--- src/rtl/alu_op_sequencer_if.sv ---
// Bus-side signal bundle between the instruction source and the ALU sequencer.
// master drives the instruction request; slave is the sequencer driving datapath controls.
interface alu_op_sequencer_if;
  logic        start;
  logic [4:0]  opcode;
  logic [3:0]  ra;
  logic [3:0]  rb;
  logic [3:0]  rc;
  logic [15:0] Rout;
  logic [15:0] Rin;
  logic        Yin;
  logic        Zhighin;
  logic        Zlowin;
  logic        Zhighout;
  logic        Zlowout;
  logic        HIin;
  logic        LOin;
  logic [4:0]  op;
  logic        busy;
  logic        done;

  modport master (
    output start, opcode, ra, rb, rc,
    input  Rout, Rin, Yin, Zhighin, Zlowin, Zhighout, Zlowout, HIin, LOin, op, busy, done
  );

  modport slave (
    input  start, opcode, ra, rb, rc,
    output Rout, Rin, Yin, Zhighin, Zlowin, Zhighout, Zlowout, HIin, LOin, op, busy, done
  );
endinterface

--- src/rtl/alu_op_sequencer.sv ---
// Sequences one register-to-register ALU instruction through the bus T-states.
// Controls are registered from the next-state decode so they line up with the state register.
module alu_op_sequencer #(
  parameter logic [4:0] OP_MUL = 5'b01111,
  parameter logic [4:0] OP_DIV = 5'b10000,
  parameter logic [4:0] OP_NEG = 5'b10001,
  parameter logic [4:0] OP_NOT = 5'b10010
) (
  input  logic               Clock,
  input  logic               clear,
  alu_op_sequencer_if.slave  bus
);

  localparam int unsigned OPW  = 5;
  localparam int unsigned RW   = 4;
  localparam int unsigned NREG = 16;
  localparam logic [NREG-1:0] ONE_HOT0 = NREG'(1);

  typedef enum logic [2:0] {
    S_IDLE, S_T_Y, S_T_ALU, S_T_LO, S_T_HI, S_DONE
  } state_e;

  state_e          state_q, state_d;
  logic [OPW-1:0]  op_q, op_d;
  logic [RW-1:0]   ra_q, ra_d, rb_q, rb_d, rc_q, rc_d;

  logic [NREG-1:0] rout_q, rout_d, rin_q, rin_d;
  logic            yin_q, yin_d, zhin_q, zhin_d, zlin_q, zlin_d;
  logic            zhout_q, zhout_d, zlout_q, zlout_d;
  logic            hiin_q, hiin_d, loin_q, loin_d;
  logic [OPW-1:0]  alu_op_q, alu_op_d;
  logic            busy_q, busy_d, done_q, done_d;

  function automatic logic is_unary(input logic [OPW-1:0] o);
    return (o == OP_NEG) || (o == OP_NOT);
  endfunction

  function automatic logic is_hilo(input logic [OPW-1:0] o);
    return (o == OP_MUL) || (o == OP_DIV);
  endfunction

  // Next state and instruction latch
  always_comb begin
    state_d = state_q;
    op_d    = op_q;
    ra_d    = ra_q;
    rb_d    = rb_q;
    rc_d    = rc_q;
    unique case (state_q)
      S_IDLE: begin
        if (bus.start) begin
          op_d    = bus.opcode;
          ra_d    = bus.ra;
          rb_d    = bus.rb;
          rc_d    = bus.rc;
          state_d = is_unary(bus.opcode) ? S_T_ALU : S_T_Y;
        end
      end
      S_T_Y:   state_d = S_T_ALU;
      S_T_ALU: state_d = S_T_LO;
      S_T_LO:  state_d = is_hilo(op_q) ? S_T_HI : S_DONE;
      S_T_HI:  state_d = S_DONE;
      S_DONE:  state_d = S_IDLE;
      default: state_d = S_IDLE;
    endcase
  end

  // Control decode for the state being entered, so registered outputs match state_q
  always_comb begin
    rout_d   = '0;
    rin_d    = '0;
    yin_d    = 1'b0;
    zhin_d   = 1'b0;
    zlin_d   = 1'b0;
    zhout_d  = 1'b0;
    zlout_d  = 1'b0;
    hiin_d   = 1'b0;
    loin_d   = 1'b0;
    alu_op_d = '0;
    busy_d   = (state_d != S_IDLE);
    done_d   = (state_d == S_DONE);
    unique case (state_d)
      S_T_Y: begin
        rout_d = ONE_HOT0 << rb_d;
        yin_d  = 1'b1;
      end
      S_T_ALU: begin
        rout_d   = ONE_HOT0 << (is_unary(op_d) ? rb_d : rc_d);
        alu_op_d = op_d;
        zhin_d   = 1'b1;
        zlin_d   = 1'b1;
      end
      S_T_LO: begin
        zlout_d = 1'b1;
        if (is_hilo(op_d)) loin_d = 1'b1;
        else               rin_d  = ONE_HOT0 << ra_d;
      end
      S_T_HI: begin
        zhout_d = 1'b1;
        hiin_d  = 1'b1;
      end
      default: ;
    endcase
  end

  always_ff @(posedge Clock or negedge clear) begin
    if (!clear) begin
      state_q  <= S_IDLE;
      op_q     <= '0;
      ra_q     <= '0;
      rb_q     <= '0;
      rc_q     <= '0;
      rout_q   <= '0;
      rin_q    <= '0;
      yin_q    <= 1'b0;
      zhin_q   <= 1'b0;
      zlin_q   <= 1'b0;
      zhout_q  <= 1'b0;
      zlout_q  <= 1'b0;
      hiin_q   <= 1'b0;
      loin_q   <= 1'b0;
      alu_op_q <= '0;
      busy_q   <= 1'b0;
      done_q   <= 1'b0;
    end else begin
      state_q  <= state_d;
      op_q     <= op_d;
      ra_q     <= ra_d;
      rb_q     <= rb_d;
      rc_q     <= rc_d;
      rout_q   <= rout_d;
      rin_q    <= rin_d;
      yin_q    <= yin_d;
      zhin_q   <= zhin_d;
      zlin_q   <= zlin_d;
      zhout_q  <= zhout_d;
      zlout_q  <= zlout_d;
      hiin_q   <= hiin_d;
      loin_q   <= loin_d;
      alu_op_q <= alu_op_d;
      busy_q   <= busy_d;
      done_q   <= done_d;
    end
  end

  assign bus.Rout     = rout_q;
  assign bus.Rin      = rin_q;
  assign bus.Yin      = yin_q;
  assign bus.Zhighin  = zhin_q;
  assign bus.Zlowin   = zlin_q;
  assign bus.Zhighout = zhout_q;
  assign bus.Zlowout  = zlout_q;
  assign bus.HIin     = hiin_q;
  assign bus.LOin     = loin_q;
  assign bus.op       = alu_op_q;
  assign bus.busy     = busy_q;
  assign bus.done     = done_q;

endmodule

--- src/flat_wrapper.sv ---
// flat-port wrapper written by rule: the top's interface ports become plain ports
module alu_op_sequencer_flat 
#(
  parameter logic [4:0] OP_MUL = 5'b01111,
  parameter logic [4:0] OP_DIV = 5'b10000,
  parameter logic [4:0] OP_NEG = 5'b10001,
  parameter logic [4:0] OP_NOT = 5'b10010
)
  (Clock, clear, bus_start, bus_opcode, bus_ra, bus_rb, bus_rc, bus_Rout, bus_Rin, bus_Yin, bus_Zhighin, bus_Zlowin, bus_Zhighout, bus_Zlowout, bus_HIin, bus_LOin, bus_op, bus_busy, bus_done);
  alu_op_sequencer_if bus_i ();
  input  logic Clock;
  input  logic clear;
  input wire logic [$bits(bus_i.start)-1:0] bus_start;
  input wire logic [$bits(bus_i.opcode)-1:0] bus_opcode;
  input wire logic [$bits(bus_i.ra)-1:0] bus_ra;
  input wire logic [$bits(bus_i.rb)-1:0] bus_rb;
  input wire logic [$bits(bus_i.rc)-1:0] bus_rc;
  output wire logic [$bits(bus_i.Rout)-1:0] bus_Rout;
  output wire logic [$bits(bus_i.Rin)-1:0] bus_Rin;
  output wire logic [$bits(bus_i.Yin)-1:0] bus_Yin;
  output wire logic [$bits(bus_i.Zhighin)-1:0] bus_Zhighin;
  output wire logic [$bits(bus_i.Zlowin)-1:0] bus_Zlowin;
  output wire logic [$bits(bus_i.Zhighout)-1:0] bus_Zhighout;
  output wire logic [$bits(bus_i.Zlowout)-1:0] bus_Zlowout;
  output wire logic [$bits(bus_i.HIin)-1:0] bus_HIin;
  output wire logic [$bits(bus_i.LOin)-1:0] bus_LOin;
  output wire logic [$bits(bus_i.op)-1:0] bus_op;
  output wire logic [$bits(bus_i.busy)-1:0] bus_busy;
  output wire logic [$bits(bus_i.done)-1:0] bus_done;
  assign bus_i.start = bus_start;
  assign bus_i.opcode = bus_opcode;
  assign bus_i.ra = bus_ra;
  assign bus_i.rb = bus_rb;
  assign bus_i.rc = bus_rc;
  assign bus_Rout = bus_i.Rout;
  assign bus_Rin = bus_i.Rin;
  assign bus_Yin = bus_i.Yin;
  assign bus_Zhighin = bus_i.Zhighin;
  assign bus_Zlowin = bus_i.Zlowin;
  assign bus_Zhighout = bus_i.Zhighout;
  assign bus_Zlowout = bus_i.Zlowout;
  assign bus_HIin = bus_i.HIin;
  assign bus_LOin = bus_i.LOin;
  assign bus_op = bus_i.op;
  assign bus_busy = bus_i.busy;
  assign bus_done = bus_i.done;
  alu_op_sequencer #(.OP_MUL(OP_MUL), .OP_DIV(OP_DIV), .OP_NEG(OP_NEG), .OP_NOT(OP_NOT)) u_core (.Clock(Clock), .clear(clear), .bus(bus_i));
endmodule
--- config.mk ---
export PLATFORM = sky130hd
export DESIGN_NAME = alu_op_sequencer_flat
export DESIGN_NICKNAME = d
export VERILOG_FILES = /design/src/rtl/alu_op_sequencer_if.sv /design/src/rtl/alu_op_sequencer.sv /design/src/flat_wrapper.sv
export SDC_FILE = /design/constraint.sdc
export NUM_CORES = 1
export LEC_CHECK = 0
export BUFFER_PORTS_ARGS = -buffer_cell sky130_fd_sc_hd__buf_2
export CORE_UTILIZATION = 40
export CTS_CLUSTER_SIZE = 8
export DETAILED_ROUTE_END_ITERATION = 6
export HOLD_SLACK_MARGIN = 0.06
export PLACE_DENSITY = 0.61
export SETUP_SLACK_MARGIN = 0.5
export SLEW_MARGIN = 20
export SYNTH_ARGS = -nofsm -noshare
export SYNTH_HDL_FRONTEND = slang
export SYNTH_SLANG_ARGS = --single-unit
--- constraint.sdc ---
create_clock -name Clock -period 5.5 [get_ports Clock]
set_input_delay 1.1 -clock Clock [delete_from_list [all_inputs] [get_ports Clock]]
set_output_delay 1.1 -clock Clock [all_outputs]
set_load 0.02 [all_outputs]
==> results_dict.tcl <==
set metrics [dict create \
    outcome "complete, no violations" \
    tritoncts "done" \
    initial_utilization_pct 42.4 \
    core-area_mm2 0.00741 \
    worstMarginPinSlew_ns 0.836 \
    die_area_mm2 0.00821 \
    syn_area_per_cell_um2 10.4 \
    grt_max_degree 65 \
    drtPass1Iterations 4 \
    synth_flop_cell "dfrtp_1" \
    fin_crit_ns 3.18 \
    slew_viol_final 0 \
    cp-end-kind "flip-flop" \
    critPathMaxFanout 26 \
    synthSimpleGateAreaFrac_pct 22.4 \
    ant_nets 0 \
    utilization_pct 49.9 \
    portBuffers 65 \
    critPathKind "in -> reg" \
    nets 385 \
    fp-row-count 31 \
    synth_top_family_by_area "simple AND/OR/NAND/NOR gates" \
    overflow 0 \
    worstPathCellList "buf_2, or4b_2, buf_4, a221o_1, and3_1" \
    holdBufCountCts 0 \
    period_share_pct 57.8 \
    grt_pass1_wl_um 11200 \
    crit_cells 5 \
    drv_cap 0 \
    max_slew_margin_pct 44.3 \
    yosysTopAreaCell "dfrtp_1" \
    n_antenna_cell 0 \
    r2r_slack_ns 2.54 \
    dieWidth_um 90.6 \
    clk_pin_slew_ns 0.07 \
    vias 2351 \
    route.detailed.drc 0 \
    power.density_mw_per_mm2 490 \
    post_cts_buffers 0 \
    cts.repair.resized 0 \
    clock-root-buffer "clkbuf_8" \
    grtUsageTotal_pct 17.6 \
    routabilityCongestion 0.846 \
    antenna_found_initial 0 \
    h-tree-depth 3 \
    leakagePower_nw 1.84 \
    synthTopCellsByCount "64 x dfrtp_1, 56 x nand2_1, 20 x nand3_1, 15 x nor2_1, 12 x nand2b_1" \
    tns_ns 0 \
    endpoint "u_core.bus.LOin$_DFF_PN0_" \
    cts_buffer_depth 2 \
    cts_buffers 9 \
    drive_gt1_share_pct 32.8 \
    reg2reg_depth 4 \
    async_reset_ff_share_pct 100 \
    synth_top_cell_area_share_pct 51.0 \
    synth-xor-area-share_pct 0.836 \
    synth_mux_area_share_pct 8.72 \
    wl_um 6650 \
    fin_worst_skew_ns 0.00827 \
    fin_cells 468 \
    rsz0062_at_grt "no" \
    reg2reg_to "u_core.bus.LOin$_DFF_PN0_" \
    hold_viol 0 \
    grt_pass1_vias 2279 \
    hp-class "reg -> reg" \
    vias_per_cell 5.02 \
    dp_slack_ns 1.94 \
    slowest_stage "or4b_2" \
    max_freq_mhz 314 \
    finalWorstSetupSlack_ns 2.32 \
    crit_start "bus_start" \
    synth_fa_ha_area_share_pct 0 \
    place_hpwl_um 4570 \
    finalSetupViolCount 0 \
    synth_edf_count 0 \
    insertion_delay_ns 0.34 \
    ys.warnings.count 0 \
    hold_ws_ns 0.507 \
    synth_seq_area_share_pct 51.0 \
    nFillCells 682 \
    synth_seq_cells 64 \
    crit_path_start_kind "input port" \
    dp_cells 453 \
    die_h_um 90.6 \
    syn_area_mm2 0.00314 \
    irDropWorstVdd_mv 0.265 \
    critPathBufInv 2 \
    regArea_mm2 0.00160 \
    area_growth_pct 17.6 \
    arrival_ns 3.42 \
    drt-initial-drc-count 140 \
    cp.required_ns 5.74 \
    synth_compound_area_share_pct 12.7 \
    crit_family "simple AND/OR/NAND/NOR gates" \
    cts.sink_count 64 \
    synth_nets 322 \
    synthesis.instances 302 \
    synth_cell_types 51 \
    synth.most_common_cell "dfrtp_1" \
    multi_input_area_mm2 0.00141 \
    num_io_pins 66 \
    routedWlPerCell_um 14.2 \
    synthTopCellsByArea "dfrtp_1 51%, nand2_1 6.7%, mux2i_4 4.3%" \
    r2r_start "u_core.state_q[2]$_DFF_PN0_" \
    cpPeakStageDelay_ns 0.87 \
]
-- registers in the layout, indices dropped and copies added (netlist names), 3 cells and up --
name and cells:
u_core.bus.Rin 16, u_core.bus.Rout 16, u_core.bus.op 5, u_core.op_q 5, u_core.ra_q 4, u_core.rb_q 4, u_core.rc_q 4, u_core.state_q 3
-- routing by layer --
layer,up-vias,global-route usage [%],share of wire [%]
met3,12,3.54,4.1
met5,-,0,0
met4,0,8.87,2.1
met1,1115,24.9,48
li1,1168,-,-
met2,56,25.6,46
-- power breakdown --
group	leakage [nW]	internal (mW)	switching (mW)
Clock	0.0882	0.184	0.178
Sequential	0.855	0.587	0.107
Combinational	0.898	0.287	0.469
Total	1.84	1.06	0.754
-- worst min-delay path by stage --
| stage | start | to | slack (ns) | depth (start not counted) |
|---|---|---|---|---|
| 6_report | u_core.rb_q[3]$_DFF_PN0_ | u_core.rb_q[3]$_DFF_PN0_ | 0.51 | 1 |
| 2_1_floorplan | u_core.op_q[3]$_DFF_PN0_ | u_core.op_q[3]$_DFF_PN0_ | 0.47 | 2 |
| 4_1_cts | u_core.rb_q[3]$_DFF_PN0_ | u_core.rb_q[3]$_DFF_PN0_ | 0.51 | 1 |
| 3_3_place_gp | u_core.rb_q[3]$_DFF_PN0_ | u_core.rb_q[3]$_DFF_PN0_ | 0.48 | 1 |
| 3_5_place_dp | u_core.rb_q[3]$_DFF_PN0_ | u_core.rb_q[3]$_DFF_PN0_ | 0.50 | 1 |
| 5_1_grt | u_core.rb_q[3]$_DFF_PN0_ | u_core.rb_q[3]$_DFF_PN0_ | 0.55 | 1 |
-- cell type report --
class                           count  share of cell area, %
Inverter                            8                  0.813
Clock inverter                      3                  0.474
Multi-Input combinational cell    213                   38.2
Tap cell                           99                   3.35
Clock buffer                       12                   4.20
Timing Repair Buffer               69                   9.62
Sequential cell                    64                   43.4
-- through the flow --
step,total power [mW],cell area (µm²)
global route,1.94,3690
detailed placement,1.46,3520
finish,1.81,3690
global placement,1.45,3520
CTS,1.83,3690
floorplan,1.29,3140
-- worst register-to-register path: cells and delay by family (launching register included) --
kind / cells / cell delay, ns
compound gates: 1 / 0.63
buf+inv: 1 / 0.38
flops: 1 / 0.52
simple gates: 2 / 1.32
-- layout by cell type (no fill, tap or decap), types with 2 or more instances in the layout --
| cell | netlist | layout |
|---|---|---|
| nor2b_1 | 6 | 6 |
| xnor2_1 | 2 | 2 |
| inv_1 | 8 | 8 |
| o22ai_1 | 8 | 8 |
| clkbuf_8 | 0 | 11 |
| nand2b_1 | 12 | 12 |
| mux2_2 | 2 | 2 |
| a22oi_1 | 5 | 5 |
| nand2_1 | 56 | 56 |
| mux2i_4 | 6 | 6 |
| buf_2 | 9 | 65 |
| nor2_1 | 15 | 15 |
| o21ai_0 | 5 | 5 |
| or2_2 | 3 | 3 |
| a211oi_2 | 3 | 3 |
| and3_1 | 4 | 4 |
| nor3_1 | 3 | 3 |
| a21o_1 | 2 | 2 |
| mux2i_2 | 3 | 3 |
| or4b_2 | 1 | 2 |
| clkinv_2 | 0 | 2 |
| a21oi_1 | 10 | 10 |
| nand3b_1 | 4 | 4 |
| a211oi_1 | 2 | 2 |
| nand3_1 | 20 | 20 |
| nor3b_1 | 2 | 2 |
| dfrtp_1 | 64 | 64 |
| mux2i_1 | 6 | 6 |
| buf_4 | 3 | 4 |
| nand2_2 | 2 | 2 |
| nor4_1 | 2 | 2 |
| a21oi_2 | 10 | 10 |
| and4b_1 | 2 | 2 |
-- cell families after synthesis --
| family | Yosys count |
|---|---|
| AO/OA/AOI/OAI | 53 |
| XOR/XNOR | 3 |
| buffers and inverters | 25 |
| multiplexers | 18 |
| flip-flops | 64 |
| AND/OR/NAND/NOR | 139 |
(Power assumes the default switching activity.)
